### src/rtl/sensor_serial_mod5.sv
// Serial MSB-first sensor word receiver with on-the-fly mod-5 remainder,
// valid/ready handoff, framing/overrun pulses and a delivered-word counter.
module sensor_serial_mod5 #(
  parameter int unsigned WORD_BITS = 4
) (
  input  logic                 clk,
  input  logic                 rst,
  input  logic                 bit_in,
  input  logic                 bit_valid,
  input  logic                 frame_start,
  input  logic                 out_ready,
  output logic [WORD_BITS-1:0] sensor_word,
  output logic [2:0]           rest,
  output logic                 word_valid,
  output logic                 frame_err,
  output logic                 overrun,
  output logic [7:0]           word_count
);

  localparam int unsigned CNT_W = 4;
  localparam int unsigned REM_W = 3;
  localparam int unsigned WCNT_W = 8;
  localparam logic [CNT_W-1:0] LAST_CNT = CNT_W'(WORD_BITS - 1);

  typedef enum logic [1:0] {
    IDLE  = 2'd0,
    SHIFT = 2'd1,
    HOLD  = 2'd2
  } state_e;

  // r' = (2r + b) mod 5 as a pure lookup
  function automatic logic [REM_W-1:0] rem_step(input logic [REM_W-1:0] r, input logic b);
    logic [REM_W-1:0] nxt;
    case (r)
      3'd0:    nxt = b ? 3'd1 : 3'd0;
      3'd1:    nxt = b ? 3'd3 : 3'd2;
      3'd2:    nxt = b ? 3'd0 : 3'd4;
      3'd3:    nxt = b ? 3'd2 : 3'd1;
      3'd4:    nxt = b ? 3'd4 : 3'd3;
      default: nxt = 3'd0;
    endcase
    return nxt;
  endfunction

  state_e               state_q, state_d;
  logic [REM_W-1:0]     r_q, r_d;
  logic [CNT_W-1:0]     cnt_q, cnt_d;
  logic [WORD_BITS-1:0] shift_q, shift_d;
  logic [WORD_BITS-1:0] word_q, word_d;
  logic [REM_W-1:0]     rest_q, rest_d;
  logic                 valid_q, valid_d;
  logic                 ferr_q, ferr_d;
  logic                 ovr_q, ovr_d;
  logic [WCNT_W-1:0]    count_q, count_d;

  logic [REM_W-1:0]     r_next;
  logic [WORD_BITS-1:0] shifted;

  assign r_next  = rem_step(r_q, bit_in);
  assign shifted = WORD_BITS'({shift_q, bit_in});

  always_comb begin
    state_d = state_q;
    r_d     = r_q;
    cnt_d   = cnt_q;
    shift_d = shift_q;
    word_d  = word_q;
    rest_d  = rest_q;
    valid_d = valid_q;
    ferr_d  = 1'b0;
    ovr_d   = 1'b0;
    count_d = count_q;

    case (state_q)
      IDLE: begin
        if (bit_valid && frame_start) begin
          r_d     = REM_W'(bit_in);
          shift_d = WORD_BITS'(bit_in);
          cnt_d   = CNT_W'(1);
          state_d = SHIFT;
        end
      end
      SHIFT: begin
        if (bit_valid && frame_start) begin
          r_d     = REM_W'(bit_in);
          shift_d = WORD_BITS'(bit_in);
          cnt_d   = CNT_W'(1);
          ferr_d  = 1'b1;
        end else if (bit_valid) begin
          shift_d = shifted;
          r_d     = r_next;
          if (cnt_q == LAST_CNT) begin
            word_d  = shifted;
            rest_d  = r_next;
            valid_d = 1'b1;
            state_d = HOLD;
          end else begin
            cnt_d = CNT_W'(cnt_q + CNT_W'(1));
          end
        end
      end
      HOLD: begin
        if (out_ready) begin
          valid_d = 1'b0;
          count_d = WCNT_W'(count_q + WCNT_W'(1));
          // Handoff and the next word's MSB may share a cycle
          if (bit_valid && frame_start) begin
            r_d     = REM_W'(bit_in);
            shift_d = WORD_BITS'(bit_in);
            cnt_d   = CNT_W'(1);
            state_d = SHIFT;
          end else begin
            state_d = IDLE;
          end
        end else if (bit_valid) begin
          ovr_d = 1'b1;
        end
      end
      default: state_d = IDLE;
    endcase
  end

  always_ff @(posedge clk) begin
    if (rst) begin
      state_q <= IDLE;
      r_q     <= '0;
      cnt_q   <= '0;
      shift_q <= '0;
      word_q  <= '0;
      rest_q  <= '0;
      valid_q <= 1'b0;
      ferr_q  <= 1'b0;
      ovr_q   <= 1'b0;
      count_q <= '0;
    end else begin
      state_q <= state_d;
      r_q     <= r_d;
      cnt_q   <= cnt_d;
      shift_q <= shift_d;
      word_q  <= word_d;
      rest_q  <= rest_d;
      valid_q <= valid_d;
      ferr_q  <= ferr_d;
      ovr_q   <= ovr_d;
      count_q <= count_d;
    end
  end

  assign sensor_word = word_q;
  assign rest        = rest_q;
  assign word_valid  = valid_q;
  assign frame_err   = ferr_q;
  assign overrun     = ovr_q;
  assign word_count  = count_q;

endmodule
### config.mk
export PLATFORM = sky130hd
export DESIGN_NAME = sensor_serial_mod5
export DESIGN_NICKNAME = d
export VERILOG_FILES = /design/src/rtl/sensor_serial_mod5.sv
export SDC_FILE = /design/constraint.sdc
export NUM_CORES = 1
export LEC_CHECK = 0
export BUFFER_PORTS_ARGS = -buffer_cell sky130_fd_sc_hd__clkbuf_2
export CORE_ASPECT_RATIO = 0.9
export CORE_MARGIN = 10
export CORE_UTILIZATION = 35
export CTS_CLUSTER_SIZE = 10
export DETAILED_ROUTE_END_ITERATION = 7
export PLACE_DENSITY = 0.57
export SETUP_SLACK_MARGIN = 0.15
export SLEW_MARGIN = 20
export SYNTH_ARGS = -nofsm -noshare
export SYNTH_HDL_FRONTEND = slang
export SYNTH_SLANG_ARGS = --single-unit
### constraint.sdc
create_clock -name clk -period 2.3 [get_ports clk]
set_clock_uncertainty 0.05 [all_clocks]
set_input_delay 0.69 -clock clk [delete_from_list [all_inputs] [get_ports clk]]
set_output_delay 0.69 -clock clk [all_outputs]
set_load 0.005 [all_outputs]
======== After elaboration in Yosys (flattened, before gate mapping) ========
Cells that the tools add are included.
operators by class
  add/sub/neg operators ................... 2
  magnitude comparators ................... 0
  shifts and indexed selects .............. 0
  div/mod/pow operators ................... 0
  equal/unequal tests ..................... 14
  muxes and demuxes ....................... 36
  $mul .................................... 0
  bitwise gates (word level) .............. 3
  reductions and logical operators ........ 13
operators with widths
  cell                                                 count
  two-way mux 4 bit                                    9
  case mux 4 bit (3 select lines)                      2
  two-way mux 3 bit                                    6
  case mux 3 bit (5 select lines)                      1
  two-way mux 2 bit                                    6
  inequality test 2 bit, second input constant         5
  AND reduction 5 bit                                  2
  two-way mux 1 bit                                    9
  case mux 3 bit (3 select lines)                      1
  adder 8 x 1 -> 8 bit, second input constant          1
  AND reduction 4 bit                                  2
  equality test 3 x 2 -> 1 bit, second input constant  2
  inequality test 3 bit, second input constant         2
  case mux 2 bit (3 select lines)                      1
  adder 4 x 1 -> 4 bit, second input constant          1
  equality test 4 x 2 -> 1 bit, second input constant  1
  equality test 3 x 1 -> 1 bit, second input constant  1
  equality test 3 bit, second input constant           1
  logical NOT 3 bit                                    1
  NOT 1 bit                                            3
  AND reduction 3 bit                                  1
  nonzero test 3 bit                                   1
  OR reduction 3 bit                                   1
  equality test 2 x 1 -> 1 bit, second input constant  1
  other kinds (7)                                      7
word-level totals
  bits in writable memories ............... 0
  logic and storage cells ................. 78
  output and inout bits ................... 18
  memory bits (read-only) ................. 0
  input port bits ......................... 6
  memories ................................ 0
  register bits ........................... 31
  bits in latches ......................... 0

======== Depth between registers and ports, before layout ========
Gate-level depths: netlist of the first run.
  depth in word-level cells ............... 5
  gate-level depth with buffers ........... 6

======== Worst setup path after synthesis of the first run ========
No wires, ideal clock.
  kind .................................... in2reg
  start ................................... in frame_start
  end ..................................... reg cnt_q[2]
  slack ................................... 0.573 ns
  data arrival time ....................... 1.597 ns
  cell stages on the path ................. 4
  setup time .............................. 0.080 ns
  path buffers ............................ 0
  cell sequence ........................... inv_1 o221a_4 or4_4 a211oi_2
on the way
  longest elaborated chain between the ends .. 4
ends and longest elaborated chain
  item                             RTL line     source
  start, declared                  10           input logic frame_start,
  logical AND 1 bit (*)            76, 84, 107
  two-way mux 4 bit (2 in series)  --
  case mux 4 bit (3 select lines)  74           case (state_q)
  end signal, assigned             138          cnt_q <= cnt_d;
  end, declared                    47           logic [CNT_W-1:0] cnt_q, cnt_d;
Every way passes the cells marked *; elsewhere a longest branch is shown, timed or not. The select of a mux whose other input is x is not followed.
A chain may end at the register's enable or synchronous reset.

======== Worst setup path in the final report of the first run ========
  start ................................... reg cnt_q[0]
  end ..................................... reg word_q[1] (netlist: sensor_word[1])
on the way
  longest elaborated chain between the ends .. 2
ends and longest elaborated chain
  item                                  RTL line  source
  equality test 4 x 2 -> 1 bit          92        if (cnt_q == LAST_CNT) begin
  AND reduction 4 bit (no source line)  --
  end signal, assigned                  140       word_q <= word_d;
  end, declared                         49        logic [WORD_BITS-1:0] word_q, word_d;
Every way passes these cells.

==> metrics.csv, run 1 <==
metric,value,unit
outcome,completed,
footprint of the multi-input gates,713,um2
PwrDens,695,nW/um2
max_slew headroom,58.8,%
total leakage power,0.657,nW
Clock Tree Root,clkbuf_8,
CP arrival,1.88,ns
post-cts gate resize count,0,
vias in the first global route,1062,
"Async S/R FF share, synth",0,%
Final setup viols,0,
number of post-CTS setup repair buffers,0,
final WL,3030,um
max-cap check violation count,0,
Critical Path End Type,flip-flop,
Worst Setup EP,sensor_word[1],
crit path launch type,flip-flop,
layout cells sized above 1,22.4,%
net count after synthesis,159,
peak supply drop,0.000317,V
final hold vios,0,
reg2reg start,cnt_q[0],
worst setup path start,cnt_q[0],
Final GP Congestion,0.764,
routed vias/inst,5.23,
Crit path required time,2.39,ns
Worst Hold Class,flip-flop to flip-flop,
Post-Syn Instances,151,
Final HPWL DP,2210,um
"Max FO, Critical Path",8,
crit-path max cell delay,0.50,ns
Core Area,3730,um2
"reg-to-reg slack, setup",0.51,ns
"Cell Area, Synth",1370,um2
area grow syn2layout,18.2,%
R2R Path End,sensor_word[1],
post-synth top area cell,dfxtp_1,
Clock Latency Late Sink,0.28,ns
chip height,79.2,um
DP Area,1500,um2
Final period util,77.7,%
GRT Total Usage,9.05,%
clk sinks,30,
total CTS buffers,5,
CTS tree,done,
Clock transition at path regs,0.06,ns
Setup Crit Path Kind,flip-flop to flip-flop,
# fillers,395,
Syn. warnings,0,
Initial DRC Count,40,
nets,182,
critical path depth,5,
via count,1151,
die width,85.8,um
design area,1610,um2
Util after Layout,43.3,%
syn_area_per_cell,9.04,um2
sequential fraction of the synthesis area,44.0,%
"commonest non-fill, non-tap cell in the layout",dfxtp_1,
Max Slew Vio Count,0,
RSZ-0062 raised after global routing,false,
DR WL/cell,13.8,um
CP max-delay cell,nor3b_2,
Yosys cell types,42,
"Buf+Inv Stages, Crit Path",0,
Seq. cell area,601,um2
CTS Hold Bufs,0,
antenna cells,0,
Highest Clock Rate,560,MHz
H-tree lvl count,2,
first-pass GRT wire length,4960,um
Reg2Reg Depth,5,
Post-synth EDFFs,0,
"CP delay by family, top",simple AND/OR/NAND/NOR gates,
Port Buf Inserts,23,
"commonest non-fill, non-tap cells in the layout","dfxtp_1 (30), clkbuf_2 (23), nor2_1 (16)",
worst-margin pin slew,0.618,ns
die footprint,6800,um2
initial core utilization,36.6,%
Synth top area share,44.0,%
register bit total from synthesis,30,
final antenna-violating net count,0,
num rows,21,
GRT Residual Overflow,0,
setup TNS,0,ns
CP Cell Sequence,ha_1 -> nor3b_2 -> nand2_2 -> mux2i_1 -> nor2_1,
clock buffer depth,2,
Pre-Repair DR Iteration Count,4,
Tot Pwr,1.12,mW
Residual DRC,0,
largest cells by area after synthesis,"dfxtp_1 (44%), a21oi_1 (5.5%), nor2_1 (4.4%), mux2i_1 (3.7%), nand2_1 (3.0%)",
Period minus WS final,1.79,ns
initial antenna violation count,0,
ys flop type,dfxtp_1,
largest net degree at the start of global routing,31,
Ports,24,
[layer usage]
metal	routed length (um)	vias to the layer above	track usage (%)
met2	1300	28	12.9
met5	0	-	0
li1	-	586	-
met4	74	0	4.93
met3	170	9	3.78
met1	1480	528	11.2
[power by group]
group          internal, mW  total (mW)  leakage (nW)  switching [mW]
clock                 0.346       0.534        0.0573           0.188
sequential            0.525       0.532         0.242         0.00711
combinational        0.0208      0.0559         0.357          0.0351
[through the flow]
stage	std cells	hold WS, ns	setup WS [ns]
floorplan	151	0.399	0.573
global placement	213	0.412	0.386
detailed placement	213	0.422	0.369
CTS	220	0.430	0.485
global route	220	0.447	0.347
finish	220	0.424	0.513
[state kept, by name, indices dropped and copies added (netlist names), 2 cells and up]
signal	flops
word_count	8
cnt_q	4
sensor_word	4
r_q	3
rest	3
shift_q	3
state_q	2
[logic make-up (layout without fill, tap and decap cells)]
kind of cell	Yosys count	in the layout	share of synthesized area (%)
simple gates	63	63	26.2
compound gates	34	34	16.7
flops	30	30	44.0
buf+inv	11	34	3.76
xor+xnor	6	6	3.85
mux	5	5	3.67
fa+ha+maj	2	2	1.83
[cells in the mapped netlist (all sizes together) (2+ instances only)]
master   n
xor2     3
nor3     6
nand4    3
nand2b   3
o21ai    5
nand3    5
nand3b   3
ha       2
a211oi   3
nand2   12
inv      4
clkbuf   4
mux2i    5
dfxtp   30
buf      3
a21oi   15
xnor2    3
a22oi    4
nor2    16
or3      2
nor2b    2
or3b     2
[worst min path at each step]
stage	startpoint	end	cells after the start
final	sensor_word[0]	sensor_word[0]	2
after global routing	sensor_word[0]	sensor_word[0]	2
after CTS	sensor_word[0]	sensor_word[0]	2
after detailed placement	sensor_word[0]	sensor_word[0]	2
after global placement	sensor_word[0]	sensor_word[0]	2
after floorplan	shift_q[0]	shift_q[0]	2
[cell type report]
class	count	area share (%)
clock buffer	6	5.12
clock inverter	1	1.86
inverter	4	0.930
multi-input combinational	110	44.2
sequential	30	37.2
tap	46	3.57
timing repair buffer	23	7.13
[tightest hold or removal path, delay by kind of cell (launching register included)]
kind | cells | cell delay [ns]
flip-flops | 1 | 0.32
AO/OA/AOI/OAI | 1 | 0.05
AND/OR/NAND/NOR | 1 | 0.06
Note: power is estimated with default switching activity, not from simulation.
==> inputs of run 2 (changes only) <==
==> constraint.sdc (replaced) <==
create_clock -name clk -period 1.71 [get_ports clk]
set_clock_uncertainty 0.05 [all_clocks]
set_input_delay 0.513 -clock clk [delete_from_list [all_inputs] [get_ports clk]]
set_output_delay 0.513 -clock clk [all_outputs]
set_load 0.005 [all_outputs]
==> metrics.csv, run 2 (same netlist as run 1, synthesis figures left out) <==
metric,value,unit,change
outcome,completed,,unchanged
final antenna-violating net count,0,,unchanged
routed vias/inst,5.18,,was 5.23
Worst Hold Class,flip-flop to flip-flop,,unchanged
setup TNS,0,ns,unchanged
max_slew headroom,58.3,%,was 58.8%
max reg flops,8,,unchanged
Critical Path End Type,flip-flop,,unchanged
Final setup viols,0,,unchanged
Period minus WS final,1.63,ns,was 1.79 ns
CP arrival,1.78,ns,was 1.88 ns
crit path launch type,flip-flop,,unchanged
Tot Pwr,1.39,mW,was 1.12 mW
chip height,79.2,um,unchanged
design area,1730,um2,was 1610 um2
num rows,21,,unchanged
GRT Total Usage,9.63,%,was 9.05%
worst-margin pin slew,0.625,ns,was 0.618 ns
RSZ-0062 raised after global routing,true,,was false
Core Area,3730,um2,unchanged
area grow syn2layout,26.9,%,was 18.2%
"Max FO, Critical Path",4,,was 8
total CTS buffers,5,,unchanged
peak supply drop,0.000474,V,was 0.000317 V
CP Cell Sequence,ha_2 -> nor3b_4 -> o221a_4 -> or4_4 -> a211oi_2,,was ha_1 -> nor3b_2 -> nand2_2 -> mux2i_1 -> nor2_1
Final period util,95.4,%,was 77.7%
"reg-to-reg slack, setup",0.08,ns,was 0.51 ns
# fillers,379,,was 395
initial core utilization,36.6,%,unchanged
total leakage power,0.732,nW,was 0.657 nW
Max Slew Vio Count,0,,unchanged
Clock transition at path regs,0.07,ns,was 0.06 ns
PwrDens,805,nW/um2,was 695 nW/um2
Final GP Congestion,0.793,,was 0.764
CTS tree,done,,unchanged
Initial DRC Count,88,,was 40
largest net degree at the start of global routing,31,,unchanged
die width,85.8,um,unchanged
Final HPWL DP,2300,um,was 2210 um
Clock Tree Root,clkbuf_8,,unchanged
vias in the first global route,1155,,was 1062
via count,1217,,was 1151
"commonest non-fill, non-tap cells in the layout","dfxtp_1 (27), clkbuf_2 (23), nor2_1 (16)",,"was dfxtp_1 (30), clkbuf_2 (23), nor2_1 (16)"
Pre-Repair DR Iteration Count,4,,unchanged
clk sinks,30,,unchanged
first-pass GRT wire length,5280,um,was 4960 um
CP max-delay cell,or4_4,,was nor3b_2
Port Buf Inserts,23,,unchanged
Highest Clock Rate,613,MHz,was 560 MHz
die footprint,6800,um2,unchanged
Residual DRC,0,,unchanged
layout cells sized above 1,30.7,%,was 22.4%
max-cap check violation count,0,,unchanged
Setup Crit Path Kind,flip-flop to flip-flop,,unchanged
final hold vios,0,,unchanged
DR WL/cell,13.8,um,about the same
GRT Residual Overflow,0,,unchanged
antenna cells,0,,unchanged
DP Area,1590,um2,was 1500 um2
nets,196,,was 182
"commonest non-fill, non-tap cell in the layout",dfxtp_1,,unchanged
H-tree lvl count,2,,unchanged
Clock Latency Late Sink,0.28,ns,about the same
Crit path required time,1.86,ns,was 2.39 ns
Ports,24,,unchanged
clock buffer depth,2,,unchanged
final WL,3240,um,was 3030 um
initial antenna violation count,0,,unchanged
crit-path max cell delay,0.42,ns,was 0.50 ns
run 2: power by group:
| part | internal [mW] | switching [mW] | total (mW) |
|---|---|---|---|
| registers | 0.707 | 0.00835 | 0.715 |
| logic | 0.0398 | 0.0533 | 0.0931 |
| clock network | 0.323 | 0.263 | 0.586 |
run 2: worst paths after layout:
kind / from / to / cells after the start
setup reg to reg: cnt_q[1] / cnt_q[2] / 5
setup / recovery: cnt_q[1] / cnt_q[2] / 5
hold reg to reg: sensor_word[0] / sensor_word[0] / 2
hold / removal: sensor_word[0] / sensor_word[0] / 2
run 2: final cells by class:
| class | count | area (um2) | area share (%) |
|---|---|---|---|
| Clock buffer | 6 | 82.6 | 4.77 |
| Multi-Input combinational cell | 110 | 727 | 42.0 |
| Clock inverter | 2 | 12.5 | 0.723 |
| Sequential cell | 30 | 604 | 34.9 |
| Timing Repair Buffer | 37 | 233 | 13.4 |
| Tap cell | 46 | 57.6 | 3.32 |
| Inverter | 4 | 15.0 | 0.867 |
run 2: critical path, delay by kind of cell, from the launching register on:
kind	cells	cell delay (ns)
and+or+nand+nor	2	0.57
AOI/OAI and AO/OA	2	0.43
DFF	1	0.32
adders and majority gates	1	0.18
run 2: metal layers:
metal | part of all wire [%] | global-route usage [%] | routed length (um)
met4 | 1.3 | 4.44 | 41
met1 | 44 | 11.3 | 1440
met3 | 7.2 | 4.29 | 233
met5 | 0 | 0 | 0
met2 | 47 | 14.7 | 1530
run 2: what timing repair did:
item | 4_1_cts | 5_1_grt
setup endpoints to repair | 6 | 11
resized for setup | 1 | 3
setup buffers | 3 | 1
hold buffers | 0 | 0
pin swaps | 1 | 1
run 2: per-stage QoR:
step / instances / worst slack, ns / hold slack (ns) / util (%)
finish: 235 / 0.0787 / 0.412 / 46.4
global route: 235 / 0.00458 / 0.434 / 46.4
CTS: 234 / 0.0316 / 0.416 / 46.0
detailed placement: 223 / -0.0171 / 0.406 / 42.5
global placement: 223 / 0.0510 / 0.402 / 42.5
floorplan: 151 / 0.134 / 0.399 / -
